`src/rtl/pipeline_hazard_controller_if.sv`:
```
// ---------------------------------------------------------------------------
// pipeline_hazard_controller_if
//   Bundles the hazard inputs seen by the stall/flush sequencer and the
//   stage-register controls it produces.
//
//   Hazard inputs (driven by the pipeline, master side):
//     IMEM_BUSYWAIT, DMEM_BUSYWAIT   cache misses in progress
//     ID_RS1, ID_RS2 [4:0]           source registers of the instruction in ID
//     ID_USES_RS1, ID_USES_RS2       instruction in ID really reads RS1 / RS2
//     EX_RD [4:0], EX_MEM_READ       destination / is-load of the instruction in EX
//     BRANCH_TAKEN                   EX resolved a taken branch/jump
//   Stage controls (driven by the controller, slave side):
//     PC_EN, IF_ID_EN, ID_EX_EN, EX_MEM_EN, MEM_WB_EN   stage register loads
//     IF_ID_FLUSH, ID_EX_FLUSH                          stage register loads a bubble
//     CTRL_STATE [1:0]                                  FSM state (debug)
// ---------------------------------------------------------------------------
interface pipeline_hazard_controller_if;
  logic       IMEM_BUSYWAIT;
  logic       DMEM_BUSYWAIT;
  logic [4:0] ID_RS1;
  logic [4:0] ID_RS2;
  logic       ID_USES_RS1;
  logic       ID_USES_RS2;
  logic [4:0] EX_RD;
  logic       EX_MEM_READ;
  logic       BRANCH_TAKEN;

  logic       PC_EN;
  logic       IF_ID_EN;
  logic       ID_EX_EN;
  logic       EX_MEM_EN;
  logic       MEM_WB_EN;
  logic       IF_ID_FLUSH;
  logic       ID_EX_FLUSH;
  logic [1:0] CTRL_STATE;

  modport master (
    output IMEM_BUSYWAIT, DMEM_BUSYWAIT, ID_RS1, ID_RS2, ID_USES_RS1, ID_USES_RS2,
           EX_RD, EX_MEM_READ, BRANCH_TAKEN,
    input  PC_EN, IF_ID_EN, ID_EX_EN, EX_MEM_EN, MEM_WB_EN, IF_ID_FLUSH, ID_EX_FLUSH,
           CTRL_STATE
  );

  modport slave (
    input  IMEM_BUSYWAIT, DMEM_BUSYWAIT, ID_RS1, ID_RS2, ID_USES_RS1, ID_USES_RS2,
           EX_RD, EX_MEM_READ, BRANCH_TAKEN,
    output PC_EN, IF_ID_EN, ID_EX_EN, EX_MEM_EN, MEM_WB_EN, IF_ID_FLUSH, ID_EX_FLUSH,
           CTRL_STATE
  );
endinterface

```
`src/rtl/pipeline_hazard_controller.sv`:
```
// ---------------------------------------------------------------------------
// pipeline_hazard_controller
//   Central stall/flush sequencer for the 5-stage RV32 pipeline. Produces the
//   write enables and bubble controls of PC, IF_ID, ID_EX, EX_MEM and MEM_WB
//   from cache busywaits, load-use hazards and taken branches. Stage controls
//   are combinational from the registered state plus current inputs, so a
//   hazard is acted on in the cycle it appears.
//
//   Ports:
//     CLK, RESET          clock, synchronous active-high reset
//     hz (slave)          hazard inputs / stage controls, see the interface
//     STALL_CYCLES        cycles with PC_EN=0 (optional, saturating)
//     FLUSH_COUNT         serviced taken branches (optional, saturating)
//
//   Parameters:
//     REDIRECT_BUBBLES    extra IF_ID flush cycles after a taken branch, 0..3
//     CNT_W               width of the performance counters
//
//   Configuration macro: STALL_COUNTERS_EN adds the two performance counters
//   and their ports; without it there is no other behavioural difference.
// ---------------------------------------------------------------------------
module pipeline_hazard_controller #(
  parameter int REDIRECT_BUBBLES = 1,
  parameter int CNT_W            = 32
) (
  input  logic                          CLK,
  input  logic                          RESET,
  pipeline_hazard_controller_if.slave   hz
`ifdef STALL_COUNTERS_EN
  ,
  output logic [CNT_W-1:0]              STALL_CYCLES,
  output logic [CNT_W-1:0]              FLUSH_COUNT
`endif
);

  typedef enum logic [1:0] {
    RUN      = 2'd0,
    DSTALL   = 2'd1,
    REDIRECT = 2'd2,
    ISTALL   = 2'd3
  } state_t;

  localparam logic [1:0] RB_LOAD = REDIRECT_BUBBLES[1:0];

  state_t     state_reg, state_next;
  logic [1:0] redir_cnt_reg, redir_cnt_next;

  logic       pc_en, if_id_en, id_ex_en, ex_mem_en, mem_wb_en;
  logic       if_id_flush, id_ex_flush;
  logic       branch_fire;

  // Load-use detection: one comparator per source operand.
  logic [1:0] src_hit;
  logic [4:0] src_reg [2];
  logic [1:0] src_used;
  assign src_reg[0]  = hz.ID_RS1;
  assign src_reg[1]  = hz.ID_RS2;
  assign src_used[0] = hz.ID_USES_RS1;
  assign src_used[1] = hz.ID_USES_RS2;

  generate
    for (genvar gi = 0; gi < 2; gi++) begin : g_src_cmp
      assign src_hit[gi] = src_used[gi] && (src_reg[gi] == hz.EX_RD);
    end
  endgenerate

  // x0 is never a real dependency.
  logic load_use;
  assign load_use = hz.EX_MEM_READ && (hz.EX_RD != 5'd0) && (|src_hit);

  always_comb begin
    pc_en          = 1'b1;
    if_id_en       = 1'b1;
    id_ex_en       = 1'b1;
    ex_mem_en      = 1'b1;
    mem_wb_en      = 1'b1;
    if_id_flush    = 1'b0;
    id_ex_flush    = 1'b0;
    state_next     = RUN;
    redir_cnt_next = redir_cnt_reg;
    branch_fire    = 1'b0;

    if (RESET) begin
      {pc_en, if_id_en, id_ex_en, ex_mem_en, mem_wb_en} = 5'b00000;
      if_id_flush    = 1'b1;
      id_ex_flush    = 1'b1;
      redir_cnt_next = 2'd0;
    end else if (hz.DMEM_BUSYWAIT) begin
      // Whole pipe frozen; any pending branch/LU is simply seen again later.
      {pc_en, if_id_en, id_ex_en, ex_mem_en, mem_wb_en} = 5'b00000;
      state_next = DSTALL;
    end else if (hz.BRANCH_TAKEN) begin
      branch_fire = 1'b1;
      if_id_en    = 1'b0;
      id_ex_en    = 1'b0;
      if_id_flush = 1'b1;
      id_ex_flush = 1'b1;
      if (RB_LOAD != 2'd0) begin
        redir_cnt_next = RB_LOAD;
        state_next     = REDIRECT;
      end
    end else if (load_use) begin
      pc_en       = 1'b0;
      if_id_en    = 1'b0;
      id_ex_en    = 1'b0;
      id_ex_flush = 1'b1;
      // A load-use stall inside a redirect window just pauses the window.
      if (state_reg == REDIRECT) state_next = REDIRECT;
    end else if (state_reg == REDIRECT) begin
      // Target fetch still in flight: keep bubbling IF_ID.
      if_id_en    = 1'b0;
      if_id_flush = 1'b1;
      if (hz.IMEM_BUSYWAIT) begin
        pc_en      = 1'b0;
        state_next = REDIRECT;
      end else begin
        redir_cnt_next = redir_cnt_reg - 2'd1;
        state_next     = (redir_cnt_reg > 2'd1) ? REDIRECT : RUN;
      end
    end else if (hz.IMEM_BUSYWAIT) begin
      // Downstream stages keep draining while fetch waits.
      pc_en       = 1'b0;
      if_id_en    = 1'b0;
      if_id_flush = 1'b1;
      state_next  = ISTALL;
    end
  end

  always_ff @(posedge CLK) begin
    if (RESET) begin
      state_reg     <= RUN;
      redir_cnt_reg <= 2'd0;
    end else begin
      state_reg     <= state_next;
      redir_cnt_reg <= redir_cnt_next;
    end
  end

  assign hz.PC_EN       = pc_en;
  assign hz.IF_ID_EN    = if_id_en;
  assign hz.ID_EX_EN    = id_ex_en;
  assign hz.EX_MEM_EN   = ex_mem_en;
  assign hz.MEM_WB_EN   = mem_wb_en;
  assign hz.IF_ID_FLUSH = if_id_flush;
  assign hz.ID_EX_FLUSH = id_ex_flush;
  assign hz.CTRL_STATE  = state_reg;

`ifdef STALL_COUNTERS_EN
  logic [CNT_W-1:0] stall_cycles_reg;
  logic [CNT_W-1:0] flush_count_reg;

  always_ff @(posedge CLK) begin
    if (RESET) begin
      stall_cycles_reg <= '0;
      flush_count_reg  <= '0;
    end else begin
      if (!pc_en && (stall_cycles_reg != '1))
        stall_cycles_reg <= stall_cycles_reg + 1'b1;
      if (branch_fire && (flush_count_reg != '1))
        flush_count_reg <= flush_count_reg + 1'b1;
    end
  end

  assign STALL_CYCLES = stall_cycles_reg;
  assign FLUSH_COUNT  = flush_count_reg;
`endif

endmodule

```
`src/flat_wrapper.sv`:
```
// flat-port wrapper written by rule: the top's interface ports become plain ports
module pipeline_hazard_controller_flat 
#(
  parameter int REDIRECT_BUBBLES = 1,
  parameter int CNT_W            = 32
)
  (CLK, RESET, hz_IMEM_BUSYWAIT, hz_DMEM_BUSYWAIT, hz_ID_RS1, hz_ID_RS2, hz_ID_USES_RS1, hz_ID_USES_RS2, hz_EX_RD, hz_EX_MEM_READ, hz_BRANCH_TAKEN, hz_PC_EN, hz_IF_ID_EN, hz_ID_EX_EN, hz_EX_MEM_EN, hz_MEM_WB_EN, hz_IF_ID_FLUSH, hz_ID_EX_FLUSH, hz_CTRL_STATE);
  pipeline_hazard_controller_if hz_i ();
  input  logic CLK;
  input  logic RESET;
  input wire logic [$bits(hz_i.IMEM_BUSYWAIT)-1:0] hz_IMEM_BUSYWAIT;
  input wire logic [$bits(hz_i.DMEM_BUSYWAIT)-1:0] hz_DMEM_BUSYWAIT;
  input wire logic [$bits(hz_i.ID_RS1)-1:0] hz_ID_RS1;
  input wire logic [$bits(hz_i.ID_RS2)-1:0] hz_ID_RS2;
  input wire logic [$bits(hz_i.ID_USES_RS1)-1:0] hz_ID_USES_RS1;
  input wire logic [$bits(hz_i.ID_USES_RS2)-1:0] hz_ID_USES_RS2;
  input wire logic [$bits(hz_i.EX_RD)-1:0] hz_EX_RD;
  input wire logic [$bits(hz_i.EX_MEM_READ)-1:0] hz_EX_MEM_READ;
  input wire logic [$bits(hz_i.BRANCH_TAKEN)-1:0] hz_BRANCH_TAKEN;
  output wire logic [$bits(hz_i.PC_EN)-1:0] hz_PC_EN;
  output wire logic [$bits(hz_i.IF_ID_EN)-1:0] hz_IF_ID_EN;
  output wire logic [$bits(hz_i.ID_EX_EN)-1:0] hz_ID_EX_EN;
  output wire logic [$bits(hz_i.EX_MEM_EN)-1:0] hz_EX_MEM_EN;
  output wire logic [$bits(hz_i.MEM_WB_EN)-1:0] hz_MEM_WB_EN;
  output wire logic [$bits(hz_i.IF_ID_FLUSH)-1:0] hz_IF_ID_FLUSH;
  output wire logic [$bits(hz_i.ID_EX_FLUSH)-1:0] hz_ID_EX_FLUSH;
  output wire logic [$bits(hz_i.CTRL_STATE)-1:0] hz_CTRL_STATE;
  assign hz_i.IMEM_BUSYWAIT = hz_IMEM_BUSYWAIT;
  assign hz_i.DMEM_BUSYWAIT = hz_DMEM_BUSYWAIT;
  assign hz_i.ID_RS1 = hz_ID_RS1;
  assign hz_i.ID_RS2 = hz_ID_RS2;
  assign hz_i.ID_USES_RS1 = hz_ID_USES_RS1;
  assign hz_i.ID_USES_RS2 = hz_ID_USES_RS2;
  assign hz_i.EX_RD = hz_EX_RD;
  assign hz_i.EX_MEM_READ = hz_EX_MEM_READ;
  assign hz_i.BRANCH_TAKEN = hz_BRANCH_TAKEN;
  assign hz_PC_EN = hz_i.PC_EN;
  assign hz_IF_ID_EN = hz_i.IF_ID_EN;
  assign hz_ID_EX_EN = hz_i.ID_EX_EN;
  assign hz_EX_MEM_EN = hz_i.EX_MEM_EN;
  assign hz_MEM_WB_EN = hz_i.MEM_WB_EN;
  assign hz_IF_ID_FLUSH = hz_i.IF_ID_FLUSH;
  assign hz_ID_EX_FLUSH = hz_i.ID_EX_FLUSH;
  assign hz_CTRL_STATE = hz_i.CTRL_STATE;
  pipeline_hazard_controller #(.REDIRECT_BUBBLES(REDIRECT_BUBBLES), .CNT_W(CNT_W)) u_core (.CLK(CLK), .RESET(RESET), .hz(hz_i));
endmodule
```
`config.mk`:
```
export PLATFORM = sky130hd
export DESIGN_NAME = pipeline_hazard_controller_flat
export DESIGN_NICKNAME = d
export VERILOG_FILES = /design/src/rtl/pipeline_hazard_controller_if.sv /design/src/rtl/pipeline_hazard_controller.sv /design/src/flat_wrapper.sv
export SDC_FILE = /design/constraint.sdc
export NUM_CORES = 1
export LEC_CHECK = 0
export CORE_AREA = 4 4 41 43
export CTS_BUF_LIST = sky130_fd_sc_hd__clkbuf_4
export CTS_CLUSTER_SIZE = 14
export DETAILED_ROUTE_END_ITERATION = 10
export DIE_AREA = 0 0 45 47
export PLACE_DENSITY = 0.76
export SYNTH_ARGS = -nofsm -noshare
export SYNTH_HDL_FRONTEND = slang
export SYNTH_SLANG_ARGS = --single-unit
```
`constraint.sdc`:
```
create_clock -name CLK -period 4.7 [get_ports CLK]
set_clock_uncertainty 0.1 [all_clocks]
set_input_delay 0.47 -clock CLK [delete_from_list [all_inputs] [get_ports CLK]]
set_output_delay 0.47 -clock CLK [all_outputs]
set_load 0.1 [all_outputs]
```
==> results.py <==
metrics = {
    "run_status": {
        "status": "completed",
    },
    "sta": {
        "fin_setup_tns_ns": 0,
        "finalCritPeriodShare_pct": 65.32,
        "max_freq_mhz": 325.7,
        "fin_ws_ns": 1.630,
        "drv_slew": 0,
        "finalHoldViolations": 0,
        "hold_ws_ns": 0.4843,
        "max_slew.worst_pin.slew_ns": 0.9723,
        "rsz0062_at_grt": "no",
        "maxSlewHeadroom_pct": 34.98,
        "finalSetupViolations": 0,
        "fin_crit_ns": 3.070,
    },
    "critical_path": {
        "crit_chain": "clkdlybuf4s50_1 -> or4_1 -> o21ai_1 -> a21oi_4 -> nor4_4 -> and2_1 -> buf_4",
        "slowest_stage": "or4_1",
        "crit_arrival_ns": 2.50,
        "required_ns": 4.13,
        "worst-path-max-fanout": 9,
        "cp-start-kind": "input port",
        "crit_path_end_kind": "output port",
        "max_stage_delay_ns": 0.56,
        "crit_buf_inv": 2,
        "path_delay_family": "simple AND/OR/NAND/NOR gates",
        "path_class": "input port to output port",
    },
    "floorplan": {
        "die-area_um2": 2115,
        "initial_utilization_pct": 34.33,
        "dieWidth_um": 45,
        "fp-row-count": 13,
        "boundaryPins": 32,
        "die_h_um": 47,
        "coreArea_um2": 1301,
    },
    "logic_synthesis": {
        "synth_most_common_cell": "nor2_1",
        "seq_area_frac_synth_pct": 17.93,
        "synth_nets": 81,
        "synth_flop_cell": "dfxtp_1",
        "synth_top_area_share_pct": 17.93,
        "synth_area_um2": 446.7,
        "syn_area_per_cell_um2": 7.836,
        "syn_inst": 57,
        "synth_common_cells": "nor2_1, xor2_1, dfxtp_1, o21ai_0",
        "yosys.cell_types.count": 28,
        "async_reset_ff_share_pct": 0,
        "synth.area.top_cells": "dfxtp_1, xor2_1, nor2_1",
        "ys_warn_count": 0,
        "synth-seq-cells": 4,
        "synth-edff-count": 0,
        "synth_top_area_cell": "dfxtp_1",
    },
    "pwr": {
        "ir_drop_uv": 125.5,
        "pwr_density_cell_nw_per_um2": 207.1,
        "clkPwrFrac_pct": 25.3,
        "p_switching_uw": 63.93,
        "switching_share_pct": 39.86,
        "seqPwrFrac_pct": 23.2,
        "p_leak_uw": 0.0002907,
        "internal_power_uw": 96.44,
        "comb_power_share_pct": 51.6,
        "p_total_uw": 160.4,
    },
    "clocking": {
        "clockRootBuffer": "clkbuf_4",
        "ctsLongestPathBuffers": 2,
        "cts_tree": "done",
        "clock-sinks": 4,
        "cts_resized": 0,
        "post_cts_buffers": 0,
        "clkSlewWorstSetupHoldPaths_ns": 0.04,
        "clk_latency_ns": 0.23,
        "ctsHoldBuffers": 0,
        "cts.htree.levels": 1,
        "numCtsBuffers": 3,
    },
    "global_route": {
        "gr-total-overflow": 0,
        "grt_max_degree": 10,
        "grt_antenna_before_repair": 0,
        "grt_pass1_wl_mm": 1.959,
        "grt_usage_pct": 12.31,
        "grt_pass1_vias": 502,
    },
    "routing": {
        "post_drt_wl_per_cell_um": 11.91,
        "highest_layer": "met3",
        "drt_wl_total_mm": 1.239,
        "firstDrtPassIters": 4,
        "wl_met2_um": 627,
        "vias": 525,
        "drtIter0Drc": 6,
        "drc": 0,
        "vias_per_cell": 5.048,
        "ant_nets": 0,
        "met3_length_um": 158,
        "wl_met1_um": 453,
    },
    "flow_run": {
        "maxCapViolations": 0,
    },
    "placed_design": {
        "port_buffers": 31,
        "dp_slack_ns": 1.614,
        "gp_congestion": 0.8573,
        "place_hpwl_mm": 1.094,
        "dp.cells": 101,
    },
    "layout": {
        "area_growth_pct": 73.39,
        "antenna_cells": 0,
        "drive_gt1_share_pct": 12.36,
        "finalNetCount": 115,
        "layout.cells.non_filler": 104,
    },
    "min_path": {
        "hp-class": "flip-flop to flip-flop",
    },
}
worst register-to-register path, stage by stage (launching register included):
cell,delay [ns]
dfxtp_1,0.30
and2b_1,0.28
nor2b_1,0.21
nor2_1,0.06
nor2_1,0.12
nor2_1,0.07
a211oi_2,0.17
per-stage QoR:
step / instance area [um^2] / util, %
6_report: 774.5 / 59.52
5_1_grt: 774.5 / 59.52
4_1_cts: 774.5 / 59.52
3_5_place_dp: 752.0 / 57.79
3_3_place_gp: 752.0 / 57.79
2_1_floorplan: 446.7 / -
power by group through the flow:
| stage | Clock [uW] | Combinational [uW] | Sequential (uW) |
|---|---|---|---|
| floorplan | 0 | 42.8 | 45.1 |
| global placement | 0 | 82.5 | 37.6 |
| detailed placement | 0 | 83.2 | 37.7 |
| CTS | 42.7 | 83.4 | 37.1 |
| global route | 45.1 | 87.7 | 37.4 |
| finish | 40.6 | 82.7 | 37.1 |
placed cells by master (no fill, tap or decap):
master           netlist  layout
dfxtp_1                4       4
nand3_1                3       3
ha_1                   1       1
o21a_1                 1       1
clkdlybuf4s50_1        0      26
buf_4                  1       5
nor3_1                 1       1
or4_1                  1       1
a32o_1                 1       1
a21oi_4                1       1
nand2b_1               1       1
or2_0                  1       1
inv_1                  3       3
o21ai_1                1       1
clkbuf_4               0       3
xor2_1                 8       8
nor4_4                 1       1
mux2i_1                1       1
nor4_1                 2       2
and2_1                 2       2
o21ai_0                4       4
a311oi_1               1       1
nor4b_1                1       1
xnor2_1                2       2
nor2_1                10      10
o31ai_1                1       1
and2b_1                1       1
nor2b_1                1       1
a211oi_2               1       1
layer usage:
layer  up-vias  global-route usage (%)
met3         0                   4.215
met1       230                   12.02
met5         -                       0
li1        267                       -
met2        28                   25.99
met4         0                       0
path summary, 6_finish.rpt:
check | start | to | slack, ns | cells past startpoint
worst max-delay path | hz_EX_RD[3] | hz_IF_ID_EN | 1.63 | 7
worst min-delay path | u_core.redir_cnt_reg[0] | u_core.redir_cnt_reg[0] | 0.48 | 2
worst max register to register | u_core.hz.CTRL_STATE[0] | u_core.redir_cnt_reg[0] | 3.33 | 6
worst min register to register | u_core.redir_cnt_reg[0] | u_core.redir_cnt_reg[0] | 0.48 | 2
layout make-up:
| type | count | area (um^2) |
|---|---|---|
| fill | 144 | 526.8 |
| multi-input combinational | 48 | 344.1 |
| timing repair buffer | 31 | 297.8 |
| sequential | 4 | 80.08 |
| clock buffer | 3 | 22.52 |
| tap | 15 | 18.77 |
| inverter | 3 | 11.26 |
cell families after synthesis:
family	count (synthesis)	share of synthesized area, %
adder cells (fa/ha/maj)	1	2.801
flip-flops	4	17.93
buffers and inverters	5	5.042
XOR/XNOR	10	19.61
AND/OR/NAND/NOR	25	32.78
multiplexers	1	2.241
AO/OA/AOI/OAI	11	19.61
Note: power is estimated with default switching activity, not from simulation.
